`src/rtl/mux41_arbiter.sv`:
```
// 4:1 mux with a round-robin, hold-limited arbiter choosing the select.
// A requester keeps the grant while it requests, up to MAX_HOLD cycles.
// On release the next requester after the current one wins on the same
// edge. The data path registers d[s] behind the registered grant.
//
// state | meaning
// IDLE  | no grant outstanding, gnt = 0000
// GRANT | exactly one gnt bit high, hold_cnt counts its cycles
module mux41_arbiter #(
  parameter int unsigned MAX_HOLD = 4
) (
  input  logic       clk,
  input  logic       rst_n,
  input  logic [3:0] req,
  input  logic [3:0] d,
  output logic [3:0] gnt,
  output logic [1:0] s,
  output logic       y,
  output logic       y_valid
);

  typedef enum logic {
    IDLE  = 1'b0,
    GRANT = 1'b1
  } state_t;

  localparam logic [3:0] MAX_HOLD_C = 4'(MAX_HOLD);

  state_t     state_q, state_d;
  logic [3:0] gnt_q, gnt_d;
  logic [1:0] s_q, s_d;
  logic [1:0] last_q, last_d;
  logic [3:0] hold_q, hold_d;
  logic       y_q, y_d;
  logic       y_valid_q, y_valid_d;

  logic [1:0] base;
  logic       found;
  logic [1:0] win;

  // First set request after 'b' in round-robin order; 'b' itself is
  // checked last so a sole requester can be regranted.
  function automatic logic [2:0] rr_pick(input logic [3:0] r, input logic [1:0] b);
    logic       f;
    logic [1:0] w;
    logic [1:0] idx;
    f = 1'b0;
    w = 2'd0;
    // Scan farthest-first so the nearest set bit is the last assignment.
    for (int i = 4; i >= 1; i--) begin
      idx = b + 2'(i);
      if (r[idx]) begin
        f = 1'b1;
        w = idx;
      end
    end
    return {f, w};
  endfunction

  // Round-robin search result for this edge.
  always_comb begin
    base = (state_q == GRANT) ? s_q : last_q;
    {found, win} = rr_pick(req, base);
  end

  // Next-state, grant, hold counter and data-path computation.
  always_comb begin
    state_d   = state_q;
    gnt_d     = gnt_q;
    s_d       = s_q;
    last_d    = last_q;
    hold_d    = hold_q;
    y_d       = 1'b0;
    y_valid_d = 1'b0;

    case (state_q)
      IDLE: begin
        gnt_d = 4'b0000;
        if (found) begin
          state_d = GRANT;
          gnt_d   = 4'b0001 << win;
          s_d     = win;
          last_d  = win;
          hold_d  = 4'd1;
        end
      end
      GRANT: begin
        if (req[s_q] && (hold_q < MAX_HOLD_C)) begin
          hold_d = hold_q + 4'd1;
        end else if (found) begin
          gnt_d  = 4'b0001 << win;
          s_d    = win;
          last_d = win;
          hold_d = 4'd1;
        end else begin
          state_d = IDLE;
          gnt_d   = 4'b0000;
          hold_d  = 4'd0;
        end
      end
      default: begin
        state_d = IDLE;
        gnt_d   = 4'b0000;
      end
    endcase

    if (gnt_q != 4'b0000) begin
      y_d       = d[s_q];
      y_valid_d = 1'b1;
    end
  end

  // State register; pointer resets to 3 so requester 0 is favoured first.
  always_ff @(posedge clk or negedge rst_n) begin
    if (!rst_n) begin
      state_q   <= IDLE;
      gnt_q     <= 4'b0000;
      s_q       <= 2'd0;
      last_q    <= 2'd3;
      hold_q    <= 4'd0;
      y_q       <= 1'b0;
      y_valid_q <= 1'b0;
    end else begin
      state_q   <= state_d;
      gnt_q     <= gnt_d;
      s_q       <= s_d;
      last_q    <= last_d;
      hold_q    <= hold_d;
      y_q       <= y_d;
      y_valid_q <= y_valid_d;
    end
  end

  assign gnt     = gnt_q;
  assign s       = s_q;
  assign y       = y_q;
  assign y_valid = y_valid_q;

endmodule

```
`config.mk`:
```
export PLATFORM = sky130hd
export DESIGN_NAME = mux41_arbiter
export DESIGN_NICKNAME = d
export VERILOG_FILES = /design/src/rtl/mux41_arbiter.sv
export SDC_FILE = /design/constraint.sdc
export NUM_CORES = 1
export LEC_CHECK = 0
export BUFFER_PORTS_ARGS = -buffer_cell sky130_fd_sc_hd__buf_2
export CAP_MARGIN = 30
export CORE_MARGIN = 1
export CORE_UTILIZATION = 55
export CTS_CLUSTER_SIZE = 14
export DETAILED_ROUTE_END_ITERATION = 16
export MAX_ROUTING_LAYER = met4
export PLACE_DENSITY_LB_ADDON = 0.3
export SYNTH_ARGS = -nofsm -noshare
export SYNTH_HDL_FRONTEND = slang
export SYNTH_SLANG_ARGS = --single-unit
```
`constraint.sdc`:
```
create_clock -name clk -period 3.4 [get_ports clk]
set_clock_uncertainty 0.2 [all_clocks]
set_input_delay 0.17 -clock clk [delete_from_list [all_inputs] [get_ports clk]]
set_output_delay 0.17 -clock clk [all_outputs]
set_load 0.03 [all_outputs]
```
# After elaboration in Yosys (flattened, before gate mapping)
# Index checks and enable logic that the tools add are counted.
totals:
  regBits: 15
  in_bits: 10
  out_inout_bits: 8
  word_cells: 62
classes:
  addsub: 4
  order_cmp: 6
  eq_ne: 2
  shift: 1
  mux: 39
  bitwise_logic: 1
  n_reduce_logical: 2
op_table:
  columns: ["op", "n"]
  rows:
  - ["$mux 2", 9]
  - ["$mux 4", 4]
  - ["$pmux 4 s2", 2]
  - ["$lt 2x3->1 const B", 5]
  - ["$mux 1", 15]
  - ["$bmux 1 s2", 6]
  - ["$pmux 2 s2", 2]
  - ["$add 2x2->2 const B", 2]
  - ["$add 4x1->4 const B", 1]
  - ["$lt 4x3->1 const B", 1]
  - ["$ne 2x2->1 const B", 2]
  - ["$reduce_bool 4->1", 1]
  - ["$shl 1x2->4 const A", 1]
  - ["$add 2x1->2 const B", 1]
  - ["$pmux 1 s2", 1]
  - ["$logic_and 1x1->1", 1]
  - ["$not 1->1", 1]

# Depth between registers and ports, before layout
logic_depth:
  ltp_word: 11
  mapped_depth: 6
  ltp_nobuf: 5

# Worst setup path before layout
# OpenSTA, ideal clock, no wires.
synth_path:
  path_kind: "register to register"
  startpoint: "register s_q[1] (netlist: s[1])"
  endpoint: "register gnt_q[1] (netlist: gnt[1])"
  setup_time_ps: 122
  arrival_time_ps: 1761
  required_ps: 3078
  setup_slack_ps: 1318
  path_stages_with_launch: 5
  cell_sequence: "dfrtp_1 > mux2i_2 > mux2_4 > a221o_1 > a32o_1"
synth_between:
  elab_chain_cells: 11
  word_cells_on_any_way: 28
  cone_classes: "3 x add/sub; 1 x eq/ne; 1 x shift; 22 x mux; 1 x reduce/logical"
synth_lines:
  columns: ["item", "line", "rtl"]
  rows:
  - ["start, declared", "31", "logic [1:0] s_q, s_d;"]
  - ["start signal, assigned", "118", "s_q <= 2'd0;"]
  - ["start signal, assigned", "126", "s_q <= s_d;"]
  - ["$mux 2", "62", "base = (state_q == GRANT) ? s_q : last_q;"]
  - ["$add 2x2->2 / $bmux 1 s2 (equally long branches)", "51, 52", null]
  - ["$bmux 1 s2 / $mux 1 (equally long branches)", "52", "if (r[idx]) begin"]
  - ["$mux 1 (implied by the code) / $mux 2 (equally long branches)", "52", null]
  - ["$mux 2 (3 in series)", "52", null]
  - ["$shl 1x2->4", "81, 91", null]
  - ["$mux 4", "79, 90", null]
  - ["$mux 4", "88", "if (req[s_q] && (hold_q < MAX_HOLD_C)) begin"]
  - ["$pmux 4 s2", "76", "case (state_q)"]
  - ["end signal, assigned", "125", "gnt_q <= gnt_d;"]
  - ["end, declared", "30", "logic [3:0] gnt_q, gnt_d;"]
# Several ways; a longest one is shown, not always the timed one. The select of a mux whose other input is x is not followed.
# A chain may end at the register's enable or synchronous reset.

# Worst setup path after layout
layout_path:
  startpoint: "register state_q"
  endpoint: "register gnt_q[1] (netlist: gnt[1])"
layout_between:
  elab_chain_cells: 11
  word_cells_on_any_way: 26
  cone_classes: "3 x add/sub; 1 x eq/ne; 1 x shift; 20 x mux; 1 x bitwise"
layout_lines:
  columns: ["item", "line", "rtl"]
  rows:
  - ["start, declared", "29", "state_t state_q, state_d;"]
  - ["start signal, assigned", "124", "state_q <= state_d;"]
  - ["$mux 2", "62", null]
  - ["$add 2x2->2 / $bmux 1 s2 (equally long branches)", "51, 52", null]
  - ["$bmux 1 s2 / $mux 1 (equally long branches)", "52", null]
  - ["$mux 1 (implied by the code) / $mux 2 (equally long branches)", "52", null]
  - ["$mux 2 (3 in series)", "52", null]
  - ["$shl 1x2->4", "81, 91", null]
  - ["$mux 4", "79, 90", null]
  - ["$mux 4", "88", null]
  - ["$pmux 4 s2", "76", null]
# Several ways; a longest one is shown, not always the timed one. The select of a mux whose other input is x is not followed.

==> results.sh <==
export IMPL_status="complete, no violations"
export IMPL_vias=616
export IMPL_cts_resized=0
export IMPL_die_h_um=40.2
export IMPL_max_cap_violations=0
export IMPL_powerDensity_nw_per_um2=900
export IMPL_endpoint_kind="flip-flop"
export IMPL_vias_per_cell=5.98
export IMPL_path_buf_inv=0
export IMPL_antenna_found_initial=0
export IMPL_required_ns=3.37
export IMPL_avgSynthCellArea_sq_um=12.0
export IMPL_hold_viol=0
export IMPL_cts_sinks=15
export IMPL_grt_overflow_total=0
export IMPL_synth_area_top_cells="dfrtp_1 40%, dfstp_2 6.5%, mux4_1 3.3%"
export IMPL_drc=0
export IMPL_path_clk_slew_ns=0.09
export IMPL_critical_path_class="flip-flop to flip-flop"
export IMPL_track_usage=0.220
export IMPL_crit_fanout=8
export IMPL_dpl_hpwl_um=1180
export IMPL_drive_gt1_frac=0.409
export IMPL_worstSkewPairLatency_ns=0.28
export IMPL_dieArea_sq_um=1620
export IMPL_crit_chain="mux2i_2 -> mux2_4 -> a221o_1 -> a32o_1"
export IMPL_routedWlPerCell_um=15.4
export IMPL_period_minus_slack_ns=2.22
export IMPL_grt_pass1_wl_um=2250
export IMPL_fin_cells=103
export IMPL_period_share=0.652
export IMPL_core_area_sq_um=1330
export IMPL_yosysWarnings=0
export IMPL_ys_ff_latch=15
export IMPL_clock_fmax_mhz=451
export IMPL_place_area_sq_um=885
export IMPL_port_buffers=17
export IMPL_start_kind="flip-flop"
export IMPL_io_pins=18
export IMPL_ys_types=34
export IMPL_diodes=0
export IMPL_h_tree_depth=1
export IMPL_dpl_cell_count=97
export IMPL_antenna_left=0
export IMPL_critical_path_top_delay_family="multiplexers"
export IMPL_hold_depth=3
export IMPL_regArea_sq_um=378
export IMPL_crit_path_top_delay_cell="dfrtp_1"
export IMPL_synth_top_cell_area_share=0.405
export IMPL_multi_input_area_sq_um=392
export IMPL_routed_wl_um=1590
export IMPL_ir_worst_vdd_uv=449
export IMPL_synthTopCellsByCount="13 x dfrtp_1, 5 x nand2_1, 4 x a21oi_1, 4 x nor2_1, 4 x o21ai_0"
export IMPL_reg2regPathDepth=4
export IMPL_first_iter_violations=15
export IMPL_nets=100
export IMPL_cts_tree="yes"
export IMPL_hold_ws_ns=0.0140
export IMPL_synthFlopType="dfrtp_1"
export IMPL_slew_viol_final=0
export IMPL_synth_edff_count=0
export IMPL_slowest_delay_ns=0.51
export IMPL_design_area_sq_um=931
export IMPL_cts_buffers_inserted=3
export IMPL_setup_viol=0
export IMPL_synth_top_area_cell="dfrtp_1"
export IMPL_rsz0062_at_grt="no"
export IMPL_syn_num_nets=78
export IMPL_critical_path_depth=4
export IMPL_grt_start_max_net_pins=16
export IMPL_yosysMostFrequentCell="dfrtp_1"
export IMPL_critPathArrivalTime_ns=2.19
export IMPL_worst_hold_path_type="primary input to flip-flop"
export IMPL_firstDrtPassIters=4
export IMPL_initial_core_util=0.602
export IMPL_async_flop_share=1.00
export IMPL_cts_max_path_buffers=2
export IMPL_finalWeightedCongestion=0.813
export IMPL_worstMarginPinSlew_ns=0.616
export IMPL_synth_seq_area_share=0.470
export IMPL_syn2layout_area_growth_pct=15.9
export IMPL_fin_setup_tns_ns=0
export IMPL_fillerInstances=122
export IMPL_synthesis_area_sq_um=803
export IMPL_slew_headroom=0.586
export IMPL_power_leakage_nw=0.436
export IMPL_dieWidth_um=40.2
export IMPL_cts_root_buf="clkbuf_4"
export IMPL_synthCells=67
export IMPL_rows=13
export IMPL_grt_pass1_vias=516
==> placed cells by master (no fill, tap or decap), drive strengths merged <==
master,synthesis,layout
buf,2,17
dfrtp,13,13
nand2,5,5
nor2,5,5
o21ai,5,5
a21oi,4,4
clkbuf,0,4
inv,3,3
and2,2,2
and2b,2,2
a32o,2,2
a22o,2,2
dlygate4sd3,0,2
dfstp,2,2
mux4,2,2
mux2i,2,2
or4,1,1
nor4,1,1
and3,1,1
mux2,1,1
a221oi,1,1
a221o,1,1
or2b,1,1
o32a,1,1
a211oi,1,1
or3b,1,1
nor3b,1,1
o2111ai,1,1
a21o,1,1
nand3,1,1
o31ai,1,1
ha,1,1
==> metal layers <==
metal	wire (um)	global-route usage
met5	0	-
met4	14	0.100
met3	65	0.0333
met2	774	0.347
met1	733	0.278
==> through the flow <==
stage	utilization	total power, mW	setup WS, ns
floorplan	-	0.642	1.32
global placement	0.663	0.718	1.25
detailed placement	0.663	0.735	1.20
CTS	0.698	0.837	1.18
global route	0.698	0.892	1.08
finish	0.698	0.838	1.18
==> power breakdown <==
group,switching (mW),internal [mW]
Sequential,0.0662,0.256
Combinational,0.243,0.169
Clock,0.0577,0.0454
==> area by class of cell <==
cell class | instances | area share
Multi-Input combinational cell | 47 | 0.421
Inverter | 3 | 0.0121
Clock buffer | 4 | 0.0282
Tap cell | 15 | 0.0202
Sequential cell | 15 | 0.406
Timing Repair Buffer | 19 | 0.113
==> logic make-up after synthesis <==
kind of cell | share of synthesized area
muxes | 0.109
DFF | 0.470
adders and majority gates | 0.0156
and+or+nand+nor | 0.165
AOI/OAI and AO/OA | 0.198
buffers and inverters | 0.0421
==> what timing repair did <==
item	4_1_cts	5_1_grt
setup buffers	0	0
endpoints found under the hold margin	16	0
hold buffers	2	0
==> state kept, by name (all words and copies together) (netlist names) <==
signal	cells
s	2
y_valid	1
state_q	1
y	1
last_q	2
gnt	4
hold_q	4
==> tightest hold or removal path, delay by kind of cell <==
| kind | cells | cell delay (ns) |
|---|---|---|
| buf+inv | 2 | 0.20 |
| simple gates | 1 | 0.09 |
==> worst paths after layout <==
check / start / slack [ns] / end
worst max-delay path: state_q$_DFF_PN0_ / 1.18 / gnt[1]$_DFFE_PN0N_
worst min-delay path: req[2] / 0.01 / state_q$_DFF_PN0_
worst max register to register: state_q$_DFF_PN0_ / 1.18 / gnt[1]$_DFFE_PN0N_
worst min register to register: gnt[2]$_DFFE_PN0N_ / 0.31 / gnt[2]$_DFFE_PN0N_
max in group asynchronous: rst_n / 2.60 / last_q[1]$_DFFE_PN1P_
min in group asynchronous: rst_n / 0.11 / hold_q[2]$_DFFE_PN0P_
(Power assumes the default switching activity.)
